===== src/rtl/accel_sched_pkg.sv =====
// Shared definitions for the layer scheduler: register map, CTRL bits,
// FSM state encoding and payload/status layouts.
package accel_sched_pkg;

    localparam int unsigned ADDR_W = 6;
    localparam int unsigned DATA_W = 32;
    localparam int unsigned WD_W   = 24;

    localparam logic [ADDR_W-1:0] ADDR_IN_BASE   = 6'd21;
    localparam logic [ADDR_W-1:0] ADDR_WT_BASE   = 6'd22;
    localparam logic [ADDR_W-1:0] ADDR_OUT_BASE  = 6'd23;
    localparam logic [ADDR_W-1:0] ADDR_LAYER_CNT = 6'd24;
    localparam logic [ADDR_W-1:0] ADDR_FM_STRIDE = 6'd25;
    localparam logic [ADDR_W-1:0] ADDR_WT_STRIDE = 6'd26;
    localparam logic [ADDR_W-1:0] ADDR_CTRL      = 6'd27;

    localparam int unsigned CTRL_START   = 0;
    localparam int unsigned CTRL_ABORT   = 1;
    localparam int unsigned CTRL_IRQ_CLR = 2;

    typedef enum logic [4:0] {
        S_IDLE   = 5'b00001,
        S_LAUNCH = 5'b00010,
        S_WAIT   = 5'b00100,
        S_NEXT   = 5'b01000,
        S_DONE   = 5'b10000
    } sched_state_e;

    // Programmable job description written through the cfg port
    typedef struct packed {
        logic [DATA_W-1:0] in_base;
        logic [DATA_W-1:0] wt_base;
        logic [DATA_W-1:0] out_base;
        logic [DATA_W-1:0] fm_stride;
        logic [DATA_W-1:0] wt_stride;
    } job_cfg_t;

    // status_word layout, LSB is busy
    typedef struct packed {
        logic [19:0] rsvd;
        logic [3:0]  layers_done;
        logic [3:0]  layer_idx;
        logic        aborted;
        logic        timeout_err;
        logic        irq;
        logic        busy;
    } status_t;

endpackage


===== src/rtl/sched_watchdog.sv =====
// Per-layer watchdog: counts enabled cycles since the last clear and flags
// the cycle in which the count reaches TIMEOUT_CYC-1.
module sched_watchdog
    import accel_sched_pkg::*;
#(
    parameter logic [WD_W-1:0] TIMEOUT_CYC = 24'd1000000
) (
    input  logic clk,
    input  logic rst_n,
    input  logic clear,
    input  logic enable,
    output logic expire
);

    logic [WD_W-1:0] cnt;

    // expire is registered so that it is high while cnt == TIMEOUT_CYC-1
    always_ff @(posedge clk or negedge rst_n) begin
        if (!rst_n) begin
            cnt    <= '0;
            expire <= 1'b0;
        end else if (clear) begin
            cnt    <= '0;
            expire <= 1'b0;
        end else if (enable) begin
            cnt    <= cnt + WD_W'(1);
            expire <= ((cnt + WD_W'(1)) == (TIMEOUT_CYC - WD_W'(1)));
        end else begin
            expire <= 1'b0;
        end
    end

endmodule


===== src/rtl/accel_layer_sched.sv =====
// Layer scheduler: sequences a multi-layer job on the compute core, stepping
// feature/weight addresses per layer, with watchdog, abort and sticky irq.
module accel_layer_sched
    import accel_sched_pkg::*;
#(
    parameter logic [WD_W-1:0] TIMEOUT_CYC = 24'd1000000,
    parameter int unsigned     LAYER_W     = 4
) (
    input  logic               clk,
    input  logic               rst_n,
    input  logic [ADDR_W-1:0]  cfg_addr,
    input  logic [DATA_W-1:0]  cfg_data,
    input  logic               cfg_valid,
    output logic               core_start,
    output logic [DATA_W-1:0]  core_in_addr,
    output logic [DATA_W-1:0]  core_wt_addr,
    output logic [DATA_W-1:0]  core_out_addr,
    output logic [LAYER_W-1:0] core_layer_idx,
    input  logic               core_done,
    output logic               busy,
    output logic               irq,
    output logic [DATA_W-1:0]  status_word
);

    sched_state_e       state;
    job_cfg_t           prog_cfg;
    logic [LAYER_W-1:0] prog_cnt;
    logic [DATA_W-1:0]  sh_fm_stride;
    logic [DATA_W-1:0]  sh_wt_stride;
    logic [LAYER_W-1:0] sh_cnt;
    logic [LAYER_W-1:0] layers_done;
    logic [LAYER_W-1:0] done_inc;
    logic               timeout_err;
    logic               aborted;
    logic               ctrl_wr;
    logic               start_wr;
    logic               abort_wr;
    logic               clr_wr;
    logic               wd_expire;
    status_t            status_nxt;

    assign ctrl_wr  = cfg_valid && (cfg_addr == ADDR_CTRL);
    assign start_wr = ctrl_wr && cfg_data[CTRL_START];
    assign abort_wr = ctrl_wr && cfg_data[CTRL_ABORT];
    assign clr_wr   = ctrl_wr && cfg_data[CTRL_IRQ_CLR];
    assign done_inc = layers_done + LAYER_W'(1);

    // Programmable registers; only copied into the job on an accepted start
    always_ff @(posedge clk or negedge rst_n) begin
        if (!rst_n) begin
            prog_cfg <= '0;
            prog_cnt <= '0;
        end else if (cfg_valid) begin
            case (cfg_addr)
                ADDR_IN_BASE:   prog_cfg.in_base   <= cfg_data;
                ADDR_WT_BASE:   prog_cfg.wt_base   <= cfg_data;
                ADDR_OUT_BASE:  prog_cfg.out_base  <= cfg_data;
                ADDR_LAYER_CNT: prog_cnt           <= cfg_data[LAYER_W-1:0];
                ADDR_FM_STRIDE: prog_cfg.fm_stride <= cfg_data;
                ADDR_WT_STRIDE: prog_cfg.wt_stride <= cfg_data;
                default: ;
            endcase
        end
    end

    sched_watchdog #(
        .TIMEOUT_CYC (TIMEOUT_CYC)
    ) u_watchdog (
        .clk    (clk),
        .rst_n  (rst_n),
        .clear  (state == S_LAUNCH),
        .enable (state == S_WAIT),
        .expire (wd_expire)
    );

    // Job FSM; irq_clear is applied first so a same-cycle set takes priority
    always_ff @(posedge clk or negedge rst_n) begin
        if (!rst_n) begin
            state          <= S_IDLE;
            core_start     <= 1'b0;
            busy           <= 1'b0;
            irq            <= 1'b0;
            timeout_err    <= 1'b0;
            aborted        <= 1'b0;
            core_in_addr   <= '0;
            core_wt_addr   <= '0;
            core_out_addr  <= '0;
            core_layer_idx <= '0;
            layers_done    <= '0;
            sh_fm_stride   <= '0;
            sh_wt_stride   <= '0;
            sh_cnt         <= '0;
        end else begin
            core_start <= 1'b0;
            if (clr_wr) begin
                irq         <= 1'b0;
                timeout_err <= 1'b0;
                aborted     <= 1'b0;
            end
            case (state)
                S_IDLE: begin
                    if (start_wr) begin
                        core_in_addr   <= prog_cfg.in_base;
                        core_wt_addr   <= prog_cfg.wt_base;
                        core_out_addr  <= prog_cfg.out_base;
                        sh_fm_stride   <= prog_cfg.fm_stride;
                        sh_wt_stride   <= prog_cfg.wt_stride;
                        sh_cnt         <= prog_cnt;
                        core_layer_idx <= '0;
                        layers_done    <= '0;
                        if (prog_cnt != '0) begin
                            core_start <= 1'b1;
                            busy       <= 1'b1;
                            state      <= S_LAUNCH;
                        end else begin
                            state <= S_DONE;
                        end
                    end
                end
                S_LAUNCH: begin
                    if (abort_wr) begin
                        aborted <= 1'b1;
                        busy    <= 1'b0;
                        state   <= S_DONE;
                    end else begin
                        state <= S_WAIT;
                    end
                end
                S_WAIT: begin
                    if (abort_wr) begin
                        aborted <= 1'b1;
                        busy    <= 1'b0;
                        state   <= S_DONE;
                    end else if (core_done) begin
                        state <= S_NEXT;
                    end else if (wd_expire) begin
                        timeout_err <= 1'b1;
                        busy        <= 1'b0;
                        state       <= S_DONE;
                    end
                end
                S_NEXT: begin
                    if (abort_wr) begin
                        aborted <= 1'b1;
                        busy    <= 1'b0;
                        state   <= S_DONE;
                    end else begin
                        layers_done <= done_inc;
                        if (done_inc == sh_cnt) begin
                            busy  <= 1'b0;
                            state <= S_DONE;
                        end else begin
                            core_in_addr   <= core_in_addr + sh_fm_stride;
                            core_out_addr  <= core_out_addr + sh_fm_stride;
                            core_wt_addr   <= core_wt_addr + sh_wt_stride;
                            core_layer_idx <= core_layer_idx + LAYER_W'(1);
                            core_start     <= 1'b1;
                            state          <= S_LAUNCH;
                        end
                    end
                end
                S_DONE: begin
                    irq   <= 1'b1;
                    state <= S_IDLE;
                end
                default: begin
                    busy  <= 1'b0;
                    state <= S_IDLE;
                end
            endcase
        end
    end

    always_comb begin
        status_nxt             = '0;
        status_nxt.busy        = busy;
        status_nxt.irq         = irq;
        status_nxt.timeout_err = timeout_err;
        status_nxt.aborted     = aborted;
        status_nxt.layer_idx   = 4'(core_layer_idx);
        status_nxt.layers_done = 4'(layers_done);
    end

    always_ff @(posedge clk or negedge rst_n) begin
        if (!rst_n) begin
            status_word <= '0;
        end else begin
            status_word <= status_nxt;
        end
    end

endmodule


===== config.mk =====
export PLATFORM = sky130hd
export DESIGN_NAME = accel_layer_sched
export DESIGN_NICKNAME = d
export VERILOG_FILES = /design/src/rtl/accel_sched_pkg.sv /design/src/rtl/sched_watchdog.sv /design/src/rtl/accel_layer_sched.sv
export SDC_FILE = /design/constraint.sdc
export NUM_CORES = 1
export LEC_CHECK = 0
export BUFFER_PORTS_ARGS = -buffer_cell sky130_fd_sc_hd__buf_4
export CORE_ASPECT_RATIO = 1.75
export CORE_MARGIN = 2
export CORE_UTILIZATION = 60
export CTS_CLUSTER_DIAMETER = 80
export DETAILED_ROUTE_END_ITERATION = 10
export PLACE_DENSITY = 0.8
export SYNTH_ARGS = -nofsm -noshare
export SYNTH_HDL_FRONTEND = slang
export SYNTH_HIERARCHICAL = 1
export SYNTH_SLANG_ARGS = --single-unit

===== constraint.sdc =====
create_clock -name clk -period 3.64 [get_ports clk]
set_input_delay 0.546 -clock clk [delete_from_list [all_inputs] [get_ports clk]]
set_output_delay 0.546 -clock clk [all_outputs]
set_load 0.05 [all_outputs]

==> flow_metrics.env, run 1 <==
export IMPL_status="finished clean"
export IMPL_drt_iter0_drc=864
export IMPL_critPathArrivalTime_ns=3.83
export IMPL_cts_clk_slew_worst_paths_ns=0.07
export IMPL_grt_first_pass_wirelength_mm=87.09
export IMPL_clock_fmax_mhz=295.3
export IMPL_synthAdderAreaFrac=0.06260
export IMPL_final_max_slew_violation_count=0
export IMPL_synth_cell_types=86
export IMPL_worst_clock_skew_ns=0.02105
export IMPL_synth_area_um2=20350
export IMPL_clockBufferDepth=3
export IMPL_path_buf_inv=0
export IMPL_fin_crit_sh=0.9302
export IMPL_io_pins=177
export IMPL_slowest_stage="a311oi_1"
export IMPL_cp_cell_sequence="ha_1, fa_1, a21oi_1, o21ai_0, nand2_1, o211ai_1, a211o_1, a311oi_1, a21o_1, a31oi_1, xnor2_1, o21ai_0"
export IMPL_drive_above_1_share=0.2077
export IMPL_cp_start_kind="register"
export IMPL_ir_drop_v=0.0004238
export IMPL_gp_congestion=0.9355
export IMPL_cts_setup_buffers=0
export IMPL_placementRows=89
export IMPL_cts_inserted_buffers=36
export IMPL_portBuffers=156
export IMPL_synth_seq_cells=383
export IMPL_antenna_found_initial=0
export IMPL_seq_area_frac_synth=0.4711
export IMPL_ys_async_sr_fraction=1.000
export IMPL_dpl_cell_count=2574
export IMPL_grt_max_degree=91
export IMPL_dp_hpwl_mm=39.05
export IMPL_synth_xor_area_share=0.05252
export IMPL_place_ws_ns=0.2625
export IMPL_worstMarginPinSlew_ns=0.7564
export IMPL_power_density_nw_per_um2=429.2
export IMPL_cp_required_ns=4.09
export IMPL_grt_ovfl_total=0
export IMPL_crit_type="reg -> reg"
export IMPL_vias_per_cell=6.085
export IMPL_relSlewSlack=0.4952
export IMPL_initial_utilization=0.6070
export IMPL_synthMuxAreaShare=0.09273
export IMPL_slowest_delay_ns=0.43
export IMPL_core_um2=33520
export IMPL_synth_top_family_by_area="compound AO/OA/AOI/OAI gates"
export IMPL_synth_top_cell_area_share=0.4698
export IMPL_fin_area_um2=23240
export IMPL_syn2layout_area_growth_pct=14.24
export IMPL_finalHoldViolCount=0
export IMPL_min_period_ns=3.386
export IMPL_layout_cells_non_filler=2641
export IMPL_place_area_um2=21980
export IMPL_synthSimpleGateAreaFrac=0.1358
export IMPL_hp_class="in -> reg"
export IMPL_clkSinkCount=383
export IMPL_drv_cap=0
export IMPL_postRouteAntennaNets=0
export IMPL_diodes=0
export IMPL_setup_viol=0
export IMPL_p_leak_nw=11.50
export IMPL_grt_total_usage=0.3159
export IMPL_die_area_um2=35460
export IMPL_htreeDepth=2
export IMPL_synthFlopType="dfrtp_1"
export IMPL_die_width_um=143.2
export IMPL_clk_latency_ns=0.55
export IMPL_cp_top_family="compound AO/OA/AOI/OAI gates"
export IMPL_ys_warn_count=6
export IMPL_synth_area_leaders="dfrtp_1 (47%), mux2_2 (9.1%), nand2_1 (6.6%), ha_1 (6.0%), o21ai_0 (3.2%)"
export IMPL_cts_root_buf="clkbuf_16"
export IMPL_final_setup_worst_slack_ns=0.2539
export IMPL_path_max_fanout=3
export IMPL_synth_compound_area_frac=0.1532
export IMPL_fp_dieH_um=247.6
export IMPL_cts_tree="built"
export IMPL_nNetsFinal=2300
export IMPL_rsz0062_at_grt="no"
export IMPL_vias=16070
export IMPL_synthCells=2039
export IMPL_yosysTopAreaCell="dfrtp_1"
export IMPL_wl_per_cell_um=20.88
export IMPL_synth_edf_count=0
export IMPL_post_route_util=0.6935
export IMPL_drc_errors=0
export IMPL_firstDrtPassIters=5
export IMPL_timing_setup_tns_ns=0
export IMPL_totalWireLength_mm=55.15
export IMPL_fillers=2493
export IMPL_worst_setup_path_end_kind="register"
export IMPL_grt_pass1_vias=16470
export IMPL_avgSynthCellArea_um2=9.979
export IMPL_critPathMostFrequentCell="o21ai_0"
-- flip-flops by register name (all words and copies together) (netlist names), 12 cells and up --
register	count
sh_wt_stride	32
core_in_addr	32
core_out_addr	32
u_watchdog/cnt	24
status_word	12
prog_cfg	160
sh_fm_stride	32
core_wt_addr	32
-- worst paths after layout --
check                      cells after the start           endpoint       startpoint  slack (ns)
hold / removal                                 2           state[3]        core_done        0.29
min in group asynchronous                      2       prog_cfg[73]            rst_n        0.53
max in group asynchronous                      3  core_layer_idx[2]            rst_n        2.11
setup / recovery                              12   core_in_addr[28]  core_in_addr[0]        0.25
setup reg to reg                              12   core_in_addr[28]  core_in_addr[0]        0.25
hold reg to reg                                0     status_word[3]          aborted        0.40
-- Yosys cell counts, drive strengths merged (10+ instances only) --
| master | n |
|---|---|
| o21ai | 141 |
| a21o | 58 |
| nand2 | 356 |
| buf | 34 |
| a211oi | 14 |
| clkbuf | 91 |
| dfrtp | 382 |
| xor2 | 53 |
| a22oi | 30 |
| nand2b | 14 |
| nor3 | 11 |
| nor2 | 125 |
| a221oi | 10 |
| mux2 | 164 |
| ha | 97 |
| nand3 | 38 |
| xnor2 | 69 |
| o211ai | 14 |
| inv | 24 |
| and3 | 19 |
| a21oi | 131 |
| a31oi | 22 |
| nand4 | 25 |
-- area by class of cell --
cell class / count / area [µm²] / share of cell area
multi-input combinational: 1526 / 10240 / 0.4406
sequential: 383 / 9585 / 0.4124
timing repair buffer: 187 / 1501 / 0.06459
clock buffer: 50 / 1045 / 0.04495
tap: 455 / 569.3 / 0.02449
clock inverter: 16 / 212.7 / 0.009151
inverter: 24 / 90.09 / 0.003876
-- cells in the final DEF (no fill, tap or decap), types with 7 or more instances in the layout --
| cell | netlist | layout |
|---|---|---|
| a21o_1 | 58 | 58 |
| conb_1 | 1 | 20 |
| a211oi_1 | 13 | 13 |
| nor2_1 | 122 | 117 |
| or3_1 | 7 | 7 |
| o211ai_1 | 13 | 13 |
| nor2_4 | 1 | 7 |
| buf_4 | 21 | 178 |
| a21oi_1 | 128 | 128 |
| buf_12 | 0 | 7 |
| xnor2_1 | 69 | 69 |
| dfrtp_1 | 382 | 382 |
| clkinv_2 | 0 | 9 |
| inv_1 | 24 | 24 |
| o21a_1 | 9 | 9 |
| clkbuf_16 | 0 | 37 |
| ha_1 | 97 | 97 |
| nor3_1 | 8 | 8 |
| clkbuf_8 | 0 | 7 |
| and3_1 | 19 | 18 |
| a31oi_1 | 21 | 21 |
| xor2_1 | 53 | 53 |
| and2_1 | 9 | 9 |
| o21ai_1 | 9 | 9 |
| o22ai_1 | 8 | 8 |
| mux2_2 | 164 | 164 |
| nand4_1 | 25 | 25 |
| o21ai_0 | 131 | 131 |
| a22oi_1 | 30 | 30 |
| nand3_1 | 37 | 36 |
| nand2_1 | 356 | 356 |
| nand2b_1 | 14 | 14 |
-- metal layers --
metal  GRT usage  vias to the layer above  routed length (µm)
met5           0                        -                   0
met2      0.5497                      552               27940
met4      0.2114                        0                4236
li1            -                     7400                   -
met1      0.3559                     7912               20260
met3     0.04785                      206                2718
-- power breakdown --
| part | leakage [nW] | total, mW | switching, mW | internal, mW |
|---|---|---|---|---|
| clock | 0.628 | 4.06 | 1.68 | 2.37 |
| sequential | 5.20 | 4.80 | 0.230 | 4.57 |
| combinational | 5.67 | 1.12 | 0.675 | 0.443 |
| total | 11.5 | 9.98 | 2.59 | 7.39 |
-- through the flow --
stage	power, mW	hold slack [ns]
5_1_grt	10.31	0.2707
4_1_cts	10.02	0.2654
3_3_place_gp	5.938	0.3732
2_1_floorplan	5.555	0.2504
3_5_place_dp	5.992	0.3890
6_report	9.977	0.2858
-- timing repair --
action                    4_1_cts  5_1_grt
hold buffers                    1        0
resized for setup               0        0
hold endpoints to repair       57        0
-- kinds of logic (layout without fill, tap and decap cells) --
group | Yosys count | count (layout)
other | 1 | 20
multiplexers | 168 | 168
AND/OR/NAND/NOR | 631 | 631
XOR/XNOR | 122 | 122
buffers and inverters | 149 | 277
AO/OA/AOI/OAI | 485 | 485
adder cells (fa/ha/maj) | 100 | 100
flip-flops | 383 | 383
Note: power is estimated with default switching activity, not from simulation.
==> run 2: changes to the inputs <==
CORE_UTILIZATION = 65   (was 60)
PLACE_DENSITY = 0.86   (was 0.8)
clock period = 4.4 ns   (was 3.64 ns; I/O delays follow)
==> run 2 against run 1 <==
Compared with the run above:
- die area decreased by 7.5%
- final cell count is 3.1% lower
- critical path depth unchanged
- core utilization grew 5.1 points
- sequential power decreased by 17%
- power down 19%
- combinational power fell by 17%
- first-iteration DRC count grew 25%
- sequential share of layout area rose by 0.52 points
- register-to-register slack improved by 0.66 ns
- routed wire length up 2.5%
- critical path type unchanged
- largest cell class unchanged
==> flow_metrics.env, run 2 (same netlist as run 1, synthesis figures left out) <==
export IMPL_drt_iter0_drc=1077
export IMPL_relSlewSlack=0.2138
export IMPL_path_max_fanout=3
export IMPL_vias_per_cell=6.346
export IMPL_min_period_ns=3.487
export IMPL_dpl_cell_count=2498
export IMPL_cts_resized=0
export IMPL_fillers=2173
export IMPL_fp_dieH_um=238.1
export IMPL_ff_latch_area_um2=9585
export IMPL_slowest_stage="a311oi_1"
export IMPL_critPathMostFrequentCell="o21ai_0"
export IMPL_cts_root_buf="clkbuf_16"
export IMPL_clk_latency_ns=0.54
export IMPL_timing_setup_tns_ns=0
export IMPL_fin_crit_sh=0.7925
export IMPL_multi_input_area_um2=10240
export IMPL_wl_per_cell_um=22.08
export IMPL_worstMarginPinSlew_ns=1.176
export IMPL_reg2reg_to="core_in_addr[28]"
export IMPL_portBuffers=156
export IMPL_cp_start_kind="register"
export IMPL_firstDrtPassIters=6
export IMPL_cts_tree="built"
export IMPL_grt_ovfl_total=0
export IMPL_final_max_slew_violation_count=0
export IMPL_clockBufferDepth=3
export IMPL_rsz0062_at_grt="no"
export IMPL_fin_hold_ws_ns=0.2353
export IMPL_final_common_cell="dfrtp_1"
export IMPL_grt_first_pass_wirelength_mm=88.20
export IMPL_ir_drop_v=0.0004822
export IMPL_antenna_found_initial=0
export IMPL_crit_start="core_in_addr[0]"
export IMPL_initial_utilization=0.6597
export IMPL_cp_top_family="compound AO/OA/AOI/OAI gates"
export IMPL_p_leak_nw=11.38
export IMPL_drv_cap=0
export IMPL_placementRows=85
export IMPL_clock_fmax_mhz=286.8
export IMPL_io_pins=177
export IMPL_largest_reg_flops=160
export IMPL_finalHoldViolCount=0
export IMPL_die_width_um=137.7
export IMPL_hold_buffers=0
export IMPL_cts_setup_buffers=0
export IMPL_die_area_um2=32790
export IMPL_top_register="prog_cfg"
export IMPL_postRouteAntennaNets=0
export IMPL_dp_hpwl_mm=39.04
export IMPL_htreeDepth=2
export IMPL_final_cell_mix="dfrtp_1 (382), nand2_1 (356), buf_4 (168)"
export IMPL_drive_above_1_share=0.2024
export IMPL_gp_congestion=0.9322
export IMPL_r2r_start="core_in_addr[0]"
export IMPL_cp_num_cells=12
export IMPL_slowest_delay_ns=0.46
export IMPL_path_buf_inv=0
export IMPL_drc_errors=0
export IMPL_grt_max_degree=159
export IMPL_grt_pass1_vias=16810
export IMPL_cts_inserted_buffers=36
export IMPL_reg2reg_slack_ns=0.91
export IMPL_grt_total_usage=0.3482
export IMPL_syn2layout_area_growth_pct=12.82
export IMPL_worst_setup_path_end_kind="register"
export IMPL_totalWireLength_mm=56.53
export IMPL_layout_cells_non_filler=2560
export IMPL_status="finished clean"
export IMPL_cp_required_ns=4.86
export IMPL_clkSinkCount=383
export IMPL_nNetsFinal=2287
export IMPL_power_density_nw_per_um2=350.9
export IMPL_cp_cell_sequence="ha_1, fa_1, a21oi_1, o21ai_0, nand2_1, o211ai_1, a211o_1, a311oi_1, a21o_1, a31oi_1, xnor2_1, o21ai_0"
export IMPL_hp_class="in -> async"
export IMPL_vias=16250
export IMPL_critPathArrivalTime_ns=3.94
export IMPL_worst_clock_skew_ns=0.01172
export IMPL_diodes=0
export IMPL_crit_type="reg -> reg"
export IMPL_cts_clk_slew_worst_paths_ns=0.06
export IMPL_ff2ff_path_depth=12
export IMPL_core_um2=30840
export IMPL_setup_viol=0
## run 2: power by group
| group | leakage, nW | internal (mW) | switching, mW |
|---|---|---|---|
| clock network | 0.577 | 1.78 | 1.37 |
| registers | 5.20 | 3.78 | 0.189 |
| logic | 5.60 | 0.364 | 0.566 |
| total | 11.4 | 5.93 | 2.13 |
## run 2: worst register-to-register path, delay by kind of cell, from the launching register on
family	cells	cell delay, ns
adders and majority gates	2	0.68
and+or+nand+nor	1	0.17
xor gates and xnor gates	1	0.14
DFF	1	0.40
AOI/OAI and AO/OA	8	2.04
## run 2: metrics by stage
stage | power (mW) | area, µm² | setup WS (ns) | util
2_1_floorplan | 4.596 | 20420 | 1.086 | -
3_3_place_gp | 4.896 | 21780 | 1.136 | 0.7062
3_5_place_dp | 4.952 | 21780 | 1.067 | 0.7062
4_1_cts | 8.076 | 22950 | 0.9840 | 0.7443
5_1_grt | 8.308 | 22950 | 0.7869 | 0.7443
6_report | 8.055 | 22950 | 0.9130 | 0.7443
## run 2: cell type report
| class | count | area share |
|---|---|---|
| Timing Repair Buffer | 174 | 0.05996 |
| Inverter | 24 | 0.003925 |
| Clock inverter | 13 | 0.005723 |
| Multi-Input combinational cell | 1526 | 0.4461 |
| Tap cell | 391 | 0.02131 |
| Clock buffer | 49 | 0.04535 |
| Sequential cell | 383 | 0.4176 |
## run 2: how the worst max path moves through the flow
stage                             to  slack [ns]
global route        core_in_addr[28]        0.79
detailed placement  core_in_addr[30]        1.07
finish              core_in_addr[28]        0.91
floorplan           core_wt_addr[28]        1.09
global placement    core_in_addr[30]        1.14
CTS                 core_in_addr[28]        0.98
## run 2: metal layers
layer  wire length, µm  vias up  share of wire  GRT usage
li1                  -     7328              -          -
met1             19900     8036           0.35     0.3909
met2             28930      660           0.51     0.5958
met3              3085      221          0.055    0.05269
met4              4622        0          0.082     0.2468
met5                 0        -              0          0
